## config.mk

```make
export PLATFORM = sky130hd
export DESIGN_NAME = math_pipelined_addsub
export DESIGN_NICKNAME = d
export VERILOG_FILES = /design/src/rtl/math_pipelined_addsub_pkg.sv /design/src/rtl/math_addsub_chunk.sv /design/src/rtl/math_pipelined_addsub.sv
export SDC_FILE = /design/constraint.sdc
export NUM_CORES = 1
export LEC_CHECK = 0
export CORE_MARGIN = 2
export CORE_UTILIZATION = 49
export CTS_CLUSTER_SIZE = 10
export DETAILED_ROUTE_END_ITERATION = 8
export GPL_TIMING_DRIVEN = 0
export PLACE_DENSITY_LB_ADDON = 0.05
export SLEW_MARGIN = 25
export SYNTH_ARGS = -nofsm -noshare
export SYNTH_HDL_FRONTEND = slang
export SYNTH_SLANG_ARGS = --single-unit
```

## constraint.sdc

```tcl
create_clock -name clk -period 1.7 [get_ports clk]
set_input_delay 0.34 -clock clk [delete_from_list [all_inputs] [get_ports clk]]
set_output_delay 0.34 -clock clk [all_outputs]
set_load 0.02 [all_outputs]
```

## src/rtl/math_pipelined_addsub_pkg.sv

```systemverilog
// Shared helpers for the chunked pipelined add/sub: chunk sizing arithmetic and flag bundle type.
package math_pipelined_addsub_pkg;

   typedef struct packed {
      logic cout;
      logic ovf;
   } flags_t;

   function automatic int unsigned ceil_div(input int unsigned n, input int unsigned d);
      return (n + d - 1) / d;
   endfunction

endpackage

```

## src/rtl/math_addsub_chunk.sv

```systemverilog
// One pipeline stage of the ripple chain: CHUNK_WIDTH-bit add whose sum and carry are registered.
module math_addsub_chunk #(
   parameter int unsigned CHUNK_WIDTH = 2
) (
   input  logic                   clk,
   input  logic                   rst_n,
   input  logic                   i_en,
   input  logic [CHUNK_WIDTH-1:0] i_a,
   input  logic [CHUNK_WIDTH-1:0] i_b,
   input  logic                   i_cin,
   output logic [CHUNK_WIDTH-1:0] o_sum,
   output logic                   o_cout
);

   logic [CHUNK_WIDTH:0]   w_sum;
   logic [CHUNK_WIDTH-1:0] r_sum;
   logic                   r_cout;

   assign w_sum = {1'b0, i_a} + {1'b0, i_b} + {{CHUNK_WIDTH{1'b0}}, i_cin};

   always_ff @(posedge clk) begin
      if (!rst_n) begin
         r_sum  <= '0;
         r_cout <= 1'b0;
      end else if (i_en) begin
         {r_cout, r_sum} <= w_sum;
      end
   end

   assign o_sum  = r_sum;
   assign o_cout = r_cout;

endmodule

```

## src/rtl/math_pipelined_addsub.sv

```systemverilog
// Fully pipelined chunked ripple-carry adder/subtractor with fixed LATENCY and valid tagging.
// Data registers only load when a valid sample passes, so outputs hold across bubbles.
module math_pipelined_addsub
   import math_pipelined_addsub_pkg::*;
#(
   parameter int unsigned WIDTH   = 8,
   parameter int unsigned LATENCY = 4
) (
   input  logic             clk,
   input  logic             rst_n,
   input  logic             ce,
   input  logic             in_valid,
   input  logic             in_sub,
   input  logic             in_cin,
   input  logic [WIDTH-1:0] in_a,
   input  logic [WIDTH-1:0] in_b,
   output logic             out_valid,
   output logic [WIDTH-1:0] out_q,
   output logic             out_cout,
   output logic             out_ovf
);

   localparam int unsigned ALU_WIDTH       = ceil_div(WIDTH, LATENCY);
   localparam int unsigned CHUNK_COUNT     = ceil_div(WIDTH, ALU_WIDTH);
   localparam int unsigned LAST_CHUNK_SIZE = WIDTH - (CHUNK_COUNT - 1) * ALU_WIDTH;
   localparam int unsigned PAD             = LATENCY - CHUNK_COUNT;

   logic [LATENCY-1:0]     r_valid;
   logic [LATENCY-1:0]     w_en;
   logic [CHUNK_COUNT-1:0] r_sub;
   logic [CHUNK_COUNT:0]   w_carry;
   logic [WIDTH-1:0]       w_b_eff;
   logic [WIDTH-1:0]       w_q;
   logic                   w_last_a_msb, w_last_b_msb, w_last_sum_msb;
   logic                   r_a_msb, r_b_msb;
   flags_t                 w_flags, w_flags_out;

   assign w_b_eff    = in_b ^ {WIDTH{in_sub}};
   assign w_carry[0] = in_cin ^ in_sub;

   // Stage s loads only when the sample entering it is valid.
   always_comb begin
      w_en[0] = ce & in_valid;
      for (int s = 1; s < LATENCY; s++) begin
         w_en[s] = ce & r_valid[s-1];
      end
   end

   always_ff @(posedge clk) begin
      if (!rst_n) begin
         r_valid <= '0;
         r_sub   <= '0;
         r_a_msb <= 1'b0;
         r_b_msb <= 1'b0;
      end else begin
         if (ce) begin
            r_valid[0] <= in_valid;
            for (int s = 1; s < LATENCY; s++) begin
               r_valid[s] <= r_valid[s-1];
            end
         end
         if (w_en[0]) r_sub[0] <= in_sub;
         for (int s = 1; s < CHUNK_COUNT; s++) begin
            if (w_en[s]) r_sub[s] <= r_sub[s-1];
         end
         if (w_en[CHUNK_COUNT-1]) begin
            r_a_msb <= w_last_a_msb;
            r_b_msb <= w_last_b_msb;
         end
      end
   end

   for (genvar k = 0; k < CHUNK_COUNT; k++) begin : g_chunk
      localparam int unsigned CW  = (k == CHUNK_COUNT - 1) ? LAST_CHUNK_SIZE : ALU_WIDTH;
      localparam int unsigned LO  = k * ALU_WIDTH;
      localparam int unsigned DSK = LATENCY - 1 - k;

      logic [CW-1:0] w_a, w_b, w_sum;

      if (k == 0) begin : g_direct
         assign w_a = in_a[LO +: CW];
         assign w_b = w_b_eff[LO +: CW];
      end else begin : g_skew
         logic [CW-1:0] r_a [k];
         logic [CW-1:0] r_b [k];

         always_ff @(posedge clk) begin
            if (!rst_n) begin
               for (int j = 0; j < k; j++) begin
                  r_a[j] <= '0;
                  r_b[j] <= '0;
               end
            end else begin
               if (w_en[0]) begin
                  r_a[0] <= in_a[LO +: CW];
                  r_b[0] <= w_b_eff[LO +: CW];
               end
               for (int j = 1; j < k; j++) begin
                  if (w_en[j]) begin
                     r_a[j] <= r_a[j-1];
                     r_b[j] <= r_b[j-1];
                  end
               end
            end
         end

         assign w_a = r_a[k-1];
         assign w_b = r_b[k-1];
      end

      math_addsub_chunk #(
         .CHUNK_WIDTH(CW)
      ) u_chunk (
         .clk   (clk),
         .rst_n (rst_n),
         .i_en  (w_en[k]),
         .i_a   (w_a),
         .i_b   (w_b),
         .i_cin (w_carry[k]),
         .o_sum (w_sum),
         .o_cout(w_carry[k+1])
      );

      if (DSK == 0) begin : g_nodeskew
         assign w_q[LO +: CW] = w_sum;
      end else begin : g_deskew
         logic [CW-1:0] r_d [DSK];

         always_ff @(posedge clk) begin
            if (!rst_n) begin
               for (int j = 0; j < DSK; j++) r_d[j] <= '0;
            end else begin
               if (w_en[k+1]) r_d[0] <= w_sum;
               for (int j = 1; j < DSK; j++) begin
                  if (w_en[k+1+j]) r_d[j] <= r_d[j-1];
               end
            end
         end

         assign w_q[LO +: CW] = r_d[DSK-1];
      end

      if (k == CHUNK_COUNT - 1) begin : g_msb
         assign w_last_a_msb   = w_a[CW-1];
         assign w_last_b_msb   = w_b[CW-1];
         assign w_last_sum_msb = w_sum[CW-1];
      end
   end

   assign w_flags.cout = r_sub[CHUNK_COUNT-1] ^ w_carry[CHUNK_COUNT];
   assign w_flags.ovf  = (r_a_msb == r_b_msb) && (w_last_sum_msb != r_a_msb);

   if (PAD == 0) begin : g_nopad
      assign w_flags_out = w_flags;
   end else begin : g_pad
      flags_t r_fd [PAD];

      always_ff @(posedge clk) begin
         if (!rst_n) begin
            for (int j = 0; j < PAD; j++) r_fd[j] <= '0;
         end else begin
            if (w_en[CHUNK_COUNT]) r_fd[0] <= w_flags;
            for (int j = 1; j < PAD; j++) begin
               if (w_en[CHUNK_COUNT+j]) r_fd[j] <= r_fd[j-1];
            end
         end
      end

      assign w_flags_out = r_fd[PAD-1];
   end

   assign out_valid = r_valid[LATENCY-1];
   assign out_q     = w_q;
   assign out_cout  = w_flags_out.cout;
   assign out_ovf   = w_flags_out.ovf;

endmodule

```

Word-level counts from Yosys, hierarchy flattened. Memories as Yosys holds them, arrays and structs flattened. Cells that the tools add are included. Widths: inputs -> output; s select.

RAM bits: 36. Flip-flop bits (word level): 22. Word-level logic and storage cells: 94. Output and inout port bits: 11. Memories: 9.

Memories: g_chunk[0].g_deskew.r_d (words 3, bits a word 2, rd ports 3, clocked after memory_dff 0, write ports 3, line math_pipelined_addsub.sv:127) `logic [CW-1:0] r_d [DSK];`; g_chunk[3].g_skew.r_a (words 3, bits a word 2, rd ports 3, clocked after memory_dff 0, write ports 3, line math_pipelined_addsub.sv:84) `logic [CW-1:0] r_a [k];`; g_chunk[3].g_skew.r_b (words 3, bits a word 2, rd ports 3, clocked after memory_dff 0, write ports 3, line math_pipelined_addsub.sv:85) `logic [CW-1:0] r_b [k];`; g_chunk[1].g_deskew.r_d (words 2, bits a word 2, rd ports 2, clocked after memory_dff 0, write ports 2, line math_pipelined_addsub.sv:127); g_chunk[2].g_skew.r_a (words 2, bits a word 2, rd ports 2, clocked after memory_dff 0, write ports 2, line math_pipelined_addsub.sv:84); g_chunk[2].g_skew.r_b (words 2, bits a word 2, rd ports 2, clocked after memory_dff 0, write ports 2, line math_pipelined_addsub.sv:85); +3 memories.

Reduce and logical (&&, ||, !) cells: 4. $add $sub $neg: 8. Mux-type cells: 34. Equal/unequal tests: 2. Bitwise gates (word level): 22.

Operator list (count): $mux 2 (18); $mux 1 (16); $or 1x1->1 (15); $add 2x2->3 (4); $add 3x1->3 (4); $xor 8x8->8 (1); $reduce_or 2->1 (3); $and 1x1->1 (4); $xor 1x1->1 (2); $eq 1x1->1 (1); $logic_and 1x1->1 (1); $ne 1x1->1 (1).

Logic depth before layout (Yosys ltp). Gate-level depths: netlist (run 1).

Depth after elaboration: 6. Gate-level depth with buffers: 6. Mapped depth without buffers: 5.

Modules after synthesis. From an unflattened synthesis (run 1), not the netlist that was laid out.

Cell total of the unflattened synthesis: 222. Area total of the unflattened synthesis: 2645.0 sq um.

By module, submodules not included: math_pipelined_addsub (instances 1, area each 2004.4 sq um, cells each 158, seq. area each 1281.2 sq um); math_addsub_chunk (instances 4, area each 160.2 sq um, cells each 16, seq. area each 60.1 sq um).

Worst setup path after synthesis (run 1). No wires, ideal clock.

Path kind: input to register. Start point: input port in_sub. End point: register g_chunk[0].u_chunk.r_sum[1]. Slack: -134 ps. Data required time: 1583 ps. Data arrival time: 1717 ps. Library setup time: 117 ps. Path buffers: 1. Stages: 6. Path through: buf_2 -> xnor2_1 -> fa_1 -> inv_1 -> fa_1 -> a22o_1.

Word-level cells in the longest chain between the ends: 3. Elaborated cells between the ends (all ways): 4.

RTL lines: start: declaration (line math_pipelined_addsub.sv:13) `input logic in_sub,`; $xor 8x8->8 (line math_pipelined_addsub.sv:38) `assign w_b_eff = in_b ^ {WIDTH{in_sub}};`; $add 2x2->3 (line math_addsub_chunk.sv:19) `assign w_sum = {1'b0, i_a} + {1'b0, i_b} + {{CHUNK_WIDTH{1'b0}}, i_cin};`; $add 3x1->3 (*) (line math_addsub_chunk.sv:19); net g_chunk[0].u_chunk.w_sum[1] (line math_addsub_chunk.sv:15) `logic [CHUNK_WIDTH:0] w_sum;`; end signal: assignment (line math_addsub_chunk.sv:26) `{r_cout, r_sum} <= w_sum;`; end: declaration (line math_addsub_chunk.sv:16) `logic [CHUNK_WIDTH-1:0] r_sum;`.

The timed path passes the listed nets; every way through them passes the cells marked *. A chain may end at the register's enable or synchronous reset.

Final worst setup path (run 1).
Start point: input port in_cin. End point: register g_chunk[0].u_chunk.r_sum[1].

Word-level cells in the longest chain between the ends: 2.

RTL lines: start: declaration (line math_pipelined_addsub.sv:14) `input logic in_cin,`; $xor 1x1->1 (line math_pipelined_addsub.sv:39) `assign w_carry[0] = in_cin ^ in_sub;`; $add 3x1->3 (line math_addsub_chunk.sv:19); net g_chunk[0].u_chunk.w_sum[1] (line math_addsub_chunk.sv:15).

The timed path passes the listed nets, and every way through them passes these cells.

==> impl_metrics.json, run 1 <==
{
  "gr-total-overflow": 0,
  "ys_warn_count": 0,
  "grt_pass1_wl_um": 7230,
  "yosysSeqAreaShare_pct": 58.1,
  "slew_headroom_pct": 70.7,
  "fin_util_pct": 62.3,
  "numPortBuffers": 30,
  "synth_most_common_cell": "edfxtp_1",
  "rsz0062_at_grt": "true",
  "clk_pin_slew_ns": 0.06,
  "clockBufferDepth": 2,
  "vias": 1618,
  "wl_per_cell_um": 12.5,
  "place_area_um2": 3040,
  "crit_slowest_cell": "clkdlybuf4s50_1",
  "ys_top_cells_by_area": "edfxtp_1 41%, dfxtp_1 17%, fa_1 6.1%",
  "drc": 0,
  "hold_viol_final": 0,
  "syn_area_per_cell_um2": 12.0,
  "routabilityCongestion": 0.771,
  "async_reset_ff_share_pct": 0,
  "synthCells": 218,
  "die_area_um2": 5950,
  "ios": 33,
  "drtAntennaViolNets": 0,
  "grt_use_total_pct": 16.0,
  "antenna_found_initial": 0,
  "crit_type": "in2reg",
  "crit_family": "adder cells",
  "firstDrtPassIters": 4,
  "crit_fanout": 1,
  "grt_start_max_net_pins": 13,
  "syn_to_final_growth_pct": 22.4,
  "clock_skew_ns": 0.00534,
  "root_buffer": "clkbuf_8",
  "drt_iter0_markers": 101,
  "drive_above_1_share_pct": 18.2,
  "cp-start-kind": "input pin",
  "critical_path.cell_chain": "clkdlybuf4s50_1, xnor2_1, fa_2, inv_2, fa_1, a22o_1",
  "via_per_inst": 4.84,
  "clock-sinks": 58,
  "dieWidth_um": 77.1,
  "postCtsSetupBuffers": 0,
  "synth_flop_cell": "edfxtp_1",
  "final_area_um2": 3200,
  "status": "finished, final reports clean",
  "fmax_mhz": 605,
  "synth_top_cells_by_count": "36 x edfxtp_1, 25 x and2_1, 22 x dfxtp_1",
  "required_ns": 1.92,
  "cp_slowest_stage_delay_ns": 0.42,
  "synth_seq_cells": 58,
  "diodes": 0,
  "coreArea_um2": 5140,
  "rows": 26,
  "cts.htree.levels": 3,
  "power_density_nw_per_um2": 901,
  "hpwl_um": 3040,
  "min_period_ns": 1.65,
  "die_y_um": 77.1,
  "worst-path-buf-inv": 2,
  "dp.cells": 318,
  "period_share_pct": 97.2,
  "yosys.area.top_type": "edfxtp_1",
  "start_util_pct": 50.9,
  "yosysTopAreaCellShare_pct": 41.3,
  "grt_pass1_vias": 1554,
  "cts_tree": "yes",
  "synth_area_um2": 2620,
  "drt-total-wl_um": 4190,
  "cp.arrival_ns": 1.87,
  "yosysUniqueCellTypes": 28,
  "synth_edf_count": 36,
  "final_cells": 334,
  "report.final.slew_viol_count": 0,
  "setup_violations": 0,
  "vdd_ir_drop_max_v": 0.000446,
  "holdWs_ns": 0.292,
  "final.fill_count": 456,
  "tightest_slew_ns": 0.439,
  "end_kind": "register",
  "syn-num-nets": 248,
  "cts_buffers": 9,
  "maxCapViolations": 0,
  "clock_latency_ns": 0.33,
  "p_leak_nw": 1.31,
  "hold_class": "in2reg",
  "nets": 289
}
[metrics by stage]
stage / power [W] / setup WS [ns] / TNS [ns]
after global routing: 0.00301 / -0.0128 / -0.0941
after CTS: 0.00291 / 0.000649 / 0
final: 0.00289 / 0.0484 / 0
after global placement: 0.00190 / -0.446 / -11.02
after floorplan: 0.00179 / 0.00144 / 0
after detailed placement: 0.00191 / -0.462 / -11.56
[routing by layer]
| layer | GRT usage [%] | wire length, um | vias up |
|---|---|---|---|
| li1 | - | - | 824 |
| met1 | 19.6 | 1830 | 740 |
| met2 | 25.8 | 2070 | 47 |
| met3 | 4.71 | 221 | 7 |
| met4 | 8.04 | 67 | 0 |
| met5 | 0 | 0 | - |
[state kept, by name, summed over array words and instances, names as in the netlist]
register	flops
r_sub	4
r_valid	4
g_chunk.g_skew.r_a	12
g_chunk.g_deskew.r_d	12
g_chunk.u_chunk.o_sum	8
r_b_msb	1
g_chunk.g_skew.r_b	12
g_chunk.u_chunk.o_cout	4
r_a_msb	1
[cell families (layout without fill, tap and decap cells)]
kind of cell               after synthesis  count (layout)  synth area share (%)
and+or+nand+nor                         64              64                  14.2
DFF                                     58              58                  58.1
AOI/OAI and AO/OA                       43              43                  11.6
buffers and inverters                   35              81                  6.59
xor gates and xnor gates                10              10                  3.34
adders and majority gates                8               8                  6.12
[report_power, final]
part / internal [W] / switching (W) / leakage (nW)
clock: 0.000511 / 0.000504 / 0.0819
sequential: 0.00156 / 0.0000200 / 0.553
combinational: 0.000143 / 0.000147 / 0.679
[final cells by class]
cell class | count | area (um^2) | area share, %
flip-flops and latches | 58 | 1520 | 47.5
multi-input cells | 125 | 956 | 29.8
repair buffers | 30 | 298 | 9.29
clock buffers | 11 | 131 | 4.10
plain buffers | 16 | 116 | 3.63
well taps | 70 | 87.6 | 2.73
inverters | 19 | 71.3 | 2.23
clock inverters | 5 | 22.5 | 0.703
[placed cells by master, fill, tap and decap left out, types with 2 or more instances in the layout]
master / n
a21bo_2: 5
clkbuf_1: 2
dlymetal6s2s_1: 3
buf_4: 6
edfxtp_1: 36
inv_1: 17
fa_1: 7
buf_2: 8
xnor2_1: 5
and2_4: 8
clkdlybuf4s50_1: 22
clkinv_2: 3
a211oi_2: 2
nor2_1: 4
dlygate4sd2_1: 4
dfxtp_1: 22
and3_1: 2
a211oi_1: 7
clkbuf_8: 9
a22o_1: 3
o211a_1: 2
o311a_1: 2
nand2_1: 13
clkinv_1: 2
nand2b_1: 5
nand3_1: 6
and2_1: 25
xor2_1: 4
a21oi_1: 18
inv_2: 2
[worst paths after layout]
| path | from | to | slack (ns) | cells after the start |
|---|---|---|---|---|
| worst max-delay path | in_cin | g_chunk[0].u_chunk.o_sum[1] | 0.05 | 6 |
| worst min-delay path | in_sub | r_sub[0] | 0.29 | 2 |
| worst max register to register | g_chunk[2].g_skew.r_b[0][2] | g_chunk[2].u_chunk.o_sum[1] | 0.05 | 4 |
| worst min register to register | g_chunk[0].u_chunk.o_sum[0] | g_chunk[0].u_chunk.o_sum[0] | 0.46 | 1 |
[timing repair]
action	CTS	global route
hold endpoints to repair	0	0
hold buffers	0	0
endpoints found under the setup margin	5	18
resized for setup	5	7
Note: power is estimated with default switching activity, not from simulation.
==> run 2: changes to the inputs <==
CORE_MARGIN = 1.5   (was 2)
==> run 2 against run 1 <==
Net effect: cell count decreased by 0.30%; global-route usage increased by 0.65 points; sequential cell count unchanged; die area decreased by 2.6%; clock skew about the same; critical path type unchanged; non-clock buffer count decreased by 1; via count decreased by 0.74%; core utilization about the same; critical endpoint unchanged; fmax about the same; final area about the same; power increased by 1.1%.
==> impl_metrics.json, run 2 (synthesized netlist as in run 1, its figures left out) <==
{
  "coreArea_um2": 5140,
  "report.final.slew_viol_count": 0,
  "clock_latency_ns": 0.33,
  "drc": 0,
  "drtAntennaViolNets": 0,
  "numPortBuffers": 30,
  "grt_pass1_wl_um": 7190,
  "clkPwrFrac_pct": 36.0,
  "vdd_ir_drop_max_v": 0.000482,
  "syn_to_final_growth_pct": 22.5,
  "hpwl_um": 3040,
  "clock-sinks": 58,
  "hold_class": "in2reg",
  "cts_tree": "yes",
  "reg2regPathDepth": 4,
  "cp_slowest_stage_delay_ns": 0.42,
  "crit_slowest_cell": "clkdlybuf4s50_1",
  "firstDrtPassIters": 4,
  "min_to": "r_sub[0]",
  "tightest_slew_ns": 0.441,
  "period_share_pct": 97.1,
  "crit_type": "in2reg",
  "end_kind": "register",
  "drive_above_1_share_pct": 17.9,
  "ios": 33,
  "critical_path.cell_chain": "clkdlybuf4s50_1, xnor2_1, fa_2, inv_2, fa_1, a22o_1",
  "hold_viol_final": 0,
  "swShare_pct": 22.9,
  "place_area_um2": 3040,
  "postCtsSetupBuffers": 0,
  "antenna_found_initial": 0,
  "crit_fanout": 1,
  "wl_per_cell_um": 12.3,
  "die_y_um": 76.1,
  "cts-hold-fix-buffers": 0,
  "drt-total-wl_um": 4100,
  "min_period_ns": 1.65,
  "cp.arrival_ns": 1.87,
  "clock_skew_ns": 0.00507,
  "final_cells": 333,
  "setup_violations": 0,
  "grt_pass1_vias": 1533,
  "rows": 26,
  "reg2reg_slack_ns": 0.09,
  "routabilityCongestion": 0.792,
  "slew_headroom_pct": 70.6,
  "maxCapViolations": 0,
  "r2r-start": "g_chunk[2].g_skew.r_b[0][2]",
  "dieWidth_um": 76.1,
  "switchingPower_w": 0.000668,
  "diodes": 0,
  "grt_use_total_pct": 16.7,
  "grt_start_max_net_pins": 13,
  "holdPathStages": 2,
  "start_util_pct": 50.9,
  "cp-start-kind": "input pin",
  "combPwrFrac_pct": 9.8,
  "via_per_inst": 4.82,
  "fmax_mhz": 606,
  "final_common_cell": "edfxtp_1",
  "required_ns": 1.92,
  "cts.htree.levels": 3,
  "timing.rr.end": "g_chunk[2].u_chunk.o_sum[1]",
  "power_density_nw_per_um2": 910,
  "largestRegisters": "g_chunk.g_deskew.r_d (12), g_chunk.g_skew.r_a (12), g_chunk.g_skew.r_b (12)",
  "power_frac_seq_pct": 54.2,
  "rsz0062_at_grt": "false",
  "report.power.total_w": 0.00292,
  "nets": 288,
  "final_cell_mix": "36 x edfxtp_1, 25 x and2_1, 22 x dfxtp_1, 22 x clkdlybuf4s50_1, 18 x a21oi_1",
  "dp.cells": 318,
  "status": "finished, final reports clean",
  "clk_pin_slew_ns": 0.06,
  "drt_iter0_markers": 64,
  "cts_buffers": 9,
  "min-delay-start": "in_sub",
  "p_int_w": 0.00225,
  "die_area_um2": 5790,
  "vias": 1606,
  "holdWs_ns": 0.279,
  "final_area_um2": 3210,
  "root_buffer": "clkbuf_8",
  "clockBufferDepth": 2,
  "p_leak_nw": 1.31,
  "gr-total-overflow": 0
}
## run 2: worst max-delay path by stage
stage / start / endpoint / slack, ns
final: in_cin / g_chunk[0].u_chunk.o_sum[1] / 0.05
after global routing: g_chunk[2].g_skew.r_b[0][2] / g_chunk[2].u_chunk.o_sum[1] / 0.01
after CTS: g_chunk[0].g_deskew.r_d[0][5] / out_q[1] / 0.003
after detailed placement: in_b[0] / g_chunk[0].u_chunk.o_sum[1] / -0.46
after global placement: in_b[0] / g_chunk[0].u_chunk.o_sum[1] / -0.45
after floorplan: in_sub / g_chunk[0].u_chunk.o_sum[1] / 0.001
## run 2: cell type report
type	instances	area, um^2
fill	446	1930
sequential	58	1520
multi-input combinational	125	955
timing repair buffer	30	298
clock buffer	11	141
buffer	15	111
tap	70	87.6
inverter	19	71.3
clock inverter	5	21.3
## run 2: metrics by stage
step,setup WS [ns],setup TNS [ns],util (%)
after floorplan,0.00144,0,-
after global placement,-0.447,-11.02,59.2
after detailed placement,-0.462,-11.00,59.2
after CTS,0.00347,0,62.2
after global routing,0.0105,0,62.4
final,0.0497,0,62.4
## run 2: metal layers
metal / vias up / share of wire (%) / global-route usage [%]
li1: 823 / - / -
met1: 735 / 43 / 20.0
met2: 39 / 50 / 26.4
met3: 9 / 5.2 / 5.15
met4: 0 / 1.9 / 10.0
met5: - / 0 / 0
## run 2: power groups by stage
| stage | clock [W] | sequential [W] | combinational [W] |
|---|---|---|---|
| final | 0.00105 | 0.00158 | 0.000287 |
| after global routing | 0.00115 | 0.00159 | 0.000324 |
| after CTS | 0.00108 | 0.00158 | 0.000292 |
| after detailed placement | 0 | 0.00161 | 0.000293 |
| after global placement | 0 | 0.00161 | 0.000290 |
| after floorplan | 0 | 0.00161 | 0.000185 |
## run 2: repair_timing
action,CTS,global route
endpoints found under the setup margin,5,18
resized for setup,5,7
cloned,0,0
## run 2: worst max-delay path, delay by kind of cell
family	cells	cell delay [ns]
buf+inv	2	0.48
fa+ha+maj	2	0.74
compound gates	1	0.18
xor+xnor	1	0.14
==> run 3: changes to the inputs <==
ABC_AREA = 1   (was not set)
CORE_UTILIZATION = 45   (was 49)
clock period = 1.42 ns   (was 1.7 ns; I/O delays follow)
==> run 3 against run 2 <==
Net effect: sequential power grew 20%; non-clock buffer count down 6; power up 23%; highest routed layer unchanged; hold slack lost 0.042 ns; critical endpoint is now g_chunk[3].u_chunk.o_sum[1]; sequential share of layout area rose by 0.98 points; area after synthesis shrank 3.4%.
==> impl_metrics.json, run 3 <==
{
  "crit_slowest_cell": "fa_1",
  "rows": 27,
  "multi_input_area_um2": 764,
  "yosys.area.top_type": "edfxtp_1",
  "clk_pin_slew_ns": 0.06,
  "postCtsSetupBuffers": 0,
  "setup_violations": 0,
  "fin_util_pct": 57.5,
  "report.final.slew_viol_count": 0,
  "power_frac_seq_pct": 52.6,
  "syn_to_final_growth_pct": 24.4,
  "period_share_pct": 98.9,
  "maxCapViolations": 0,
  "cts-hold-fix-buffers": 0,
  "dieWidth_um": 78.0,
  "vdd_ir_drop_max_v": 0.000632,
  "die_y_um": 78.0,
  "root_buffer": "clkbuf_8",
  "fmax_mhz": 712,
  "critical_path.cell_chain": "inv_2, fa_2, fa_1, o21ai_1",
  "start_util_pct": 46.2,
  "drtAntennaViolNets": 0,
  "p_int_w": 0.00279,
  "power_density_nw_per_um2": 1150,
  "register_area_um2": 1520,
  "synth_edf_count": 36,
  "synth_seq_cells": 58,
  "ios": 33,
  "antenna_found_initial": 0,
  "syn-num-nets": 284,
  "cts_tree": "yes",
  "drc": 0,
  "async_reset_ff_share_pct": 0,
  "syn_area_per_cell_um2": 9.96,
  "via_per_inst": 4.34,
  "vias": 1611,
  "drt-total-wl_um": 3630,
  "status": "finished, final reports clean",
  "coreArea_um2": 5470,
  "hold_viol_final": 0,
  "die_area_um2": 6080,
  "p_leak_nw": 1.47,
  "wl_per_cell_um": 9.80,
  "grt_pass1_wl_um": 6640,
  "clkPwrFrac_pct": 39.1,
  "crit_type": "reg2reg",
  "clock_latency_ns": 0.33,
  "clockBufferDepth": 2,
  "yosysSeqAreaShare_pct": 60.1,
  "yosysUniqueCellTypes": 15,
  "tightest_slew_ns": 0.335,
  "numPortBuffers": 30,
  "yosysTopAreaCellShare_pct": 42.7,
  "cts.htree.levels": 3,
  "swShare_pct": 22.5,
  "min_period_ns": 1.40,
  "diodes": 0,
  "final.fill_count": 518,
  "grt_start_max_net_pins": 20,
  "synth_flop_cell": "edfxtp_1",
  "gr-total-overflow": 0,
  "ys_warn_count": 0,
  "crit_fanout": 1,
  "largestRegisters": "g_chunk.g_deskew.r_d (12), g_chunk.g_skew.r_a (12), g_chunk.g_skew.r_b (12)",
  "rsz0062_at_grt": "true",
  "end_kind": "register",
  "firstDrtPassIters": 4,
  "synth_area_um2": 2530,
  "required_ns": 1.64,
  "hpwl_um": 2630,
  "hold_class": "in2reg",
  "cts_buffers": 9,
  "drt_iter0_markers": 86,
  "cp.arrival_ns": 1.62,
  "grt_use_total_pct": 14.5,
  "drive_above_1_share_pct": 15.4,
  "synth_top_cells_by_count": "60 x inv_1, 48 x nand2_1, 36 x edfxtp_1",
  "routabilityCongestion": 0.764,
  "synthCells": 254,
  "slew_headroom_pct": 77.7,
  "clock-sinks": 58,
  "combPwrFrac_pct": 8.3,
  "cp-start-kind": "register",
  "final_common_cell": "inv_1",
  "cp_slowest_stage_delay_ns": 0.48,
  "switchingPower_w": 0.000810,
  "clock_skew_ns": 0.00513,
  "ys_top_cells_by_area": "edfxtp_1 43%, dfxtp_1 17%, inv_1 8.9%",
  "final_cell_mix": "55 x inv_1, 47 x nand2_1, 36 x edfxtp_1, 20 x nand3_1, 20 x dfxtp_1",
  "synth_most_common_cell": "inv_1",
  "tns_ns": 0,
  "grt_pass1_vias": 1509,
  "nets": 324
}
run 3: cell count changes in the layout (fill, tap and decap cells not counted), sizes merged, moves of 7 or more:
cell,delta
nand3,+19
clkdlybuf4s50,-7
inv,+41
o21ai,+15
a21oi,-17
a211oi,-9
nor2,+15
nand2,+35
and2,-33
run 3: critical path: cells and delay by family (launching register included):
family                     cells  cell delay, ns
AOI/OAI and AO/OA              1            0.06
DFF                            1            0.34
adders and majority gates      2            0.86
buffers and inverters          1            0.04
run 3: power by group through the flow:
stage / Sequential [W] / Clock, W / Combinational, W
floorplan: 0.00193 / 0 / 0.000186
global placement: 0.00193 / 0 / 0.000299
detailed placement: 0.00193 / 0 / 0.000304
CTS: 0.00190 / 0.00145 / 0.000306
global route: 0.00190 / 0.00154 / 0.000346
finish: 0.00190 / 0.00141 / 0.000299
run 3: cell families after synthesis:
group | count (synthesis) | synth area share (%)
simple gates | 92 | 15.3
xor+xnor | 10 | 3.46
compound gates | 16 | 3.16
buf+inv | 70 | 11.6
flops | 58 | 60.1
fa+ha+maj | 8 | 6.33
run 3: per-layer routing:
layer	up-vias	global-route usage [%]	wire length [um]
met3	9	3.53	147
met1	713	17.8	1660
li1	856	-	-
met2	33	22.5	1730
met5	-	0	0
met4	0	9.64	90
run 3: path summary, 6_finish.rpt:
kind,from,endpoint,slack (ns),cells past startpoint
worst min-delay path,in_sub,r_sub[0],0.24,3
worst min register to register,r_sub[2],r_sub[3],0.46,2
worst max-delay path,g_chunk[3].g_skew.r_b[0][4],g_chunk[3].u_chunk.o_sum[1],0.02,4
worst max register to register,g_chunk[3].g_skew.r_b[0][4],g_chunk[3].u_chunk.o_sum[1],0.02,4
run 3: what timing repair did:
item,in CTS,in global routing
pin swaps,6,7
setup endpoints to repair,56,7
resized for setup,33,9
run 3: stage by stage:
stage | setup WS (ns) | std cells | power (W) | hold WS, ns | area [um^2]
final | 0.0162 | 371 | 0.00360 | 0.237 | 3150
after CTS | 0.00527 | 371 | 0.00365 | 0.228 | 3150
after global routing | -0.0368 | 371 | 0.00379 | 0.261 | 3150
after floorplan | -0.127 | 254 | 0.00212 | 0.420 | 2560
after detailed placement | -0.528 | 356 | 0.00224 | 0.452 | 2950
after global placement | -0.514 | 356 | 0.00223 | 0.446 | 2950
run 3: layout make-up:
class                           instances  share of cell area (%)
Buffer                                  9                    2.54
Sequential cell                        58                    48.4
Clock buffer                            9                    3.94
Tap cell                               72                    2.86
Inverter                               60                    7.16
Multi-Input combinational cell        126                    24.3
Clock inverter                          7                    1.91
Timing Repair Buffer                   30                    8.87
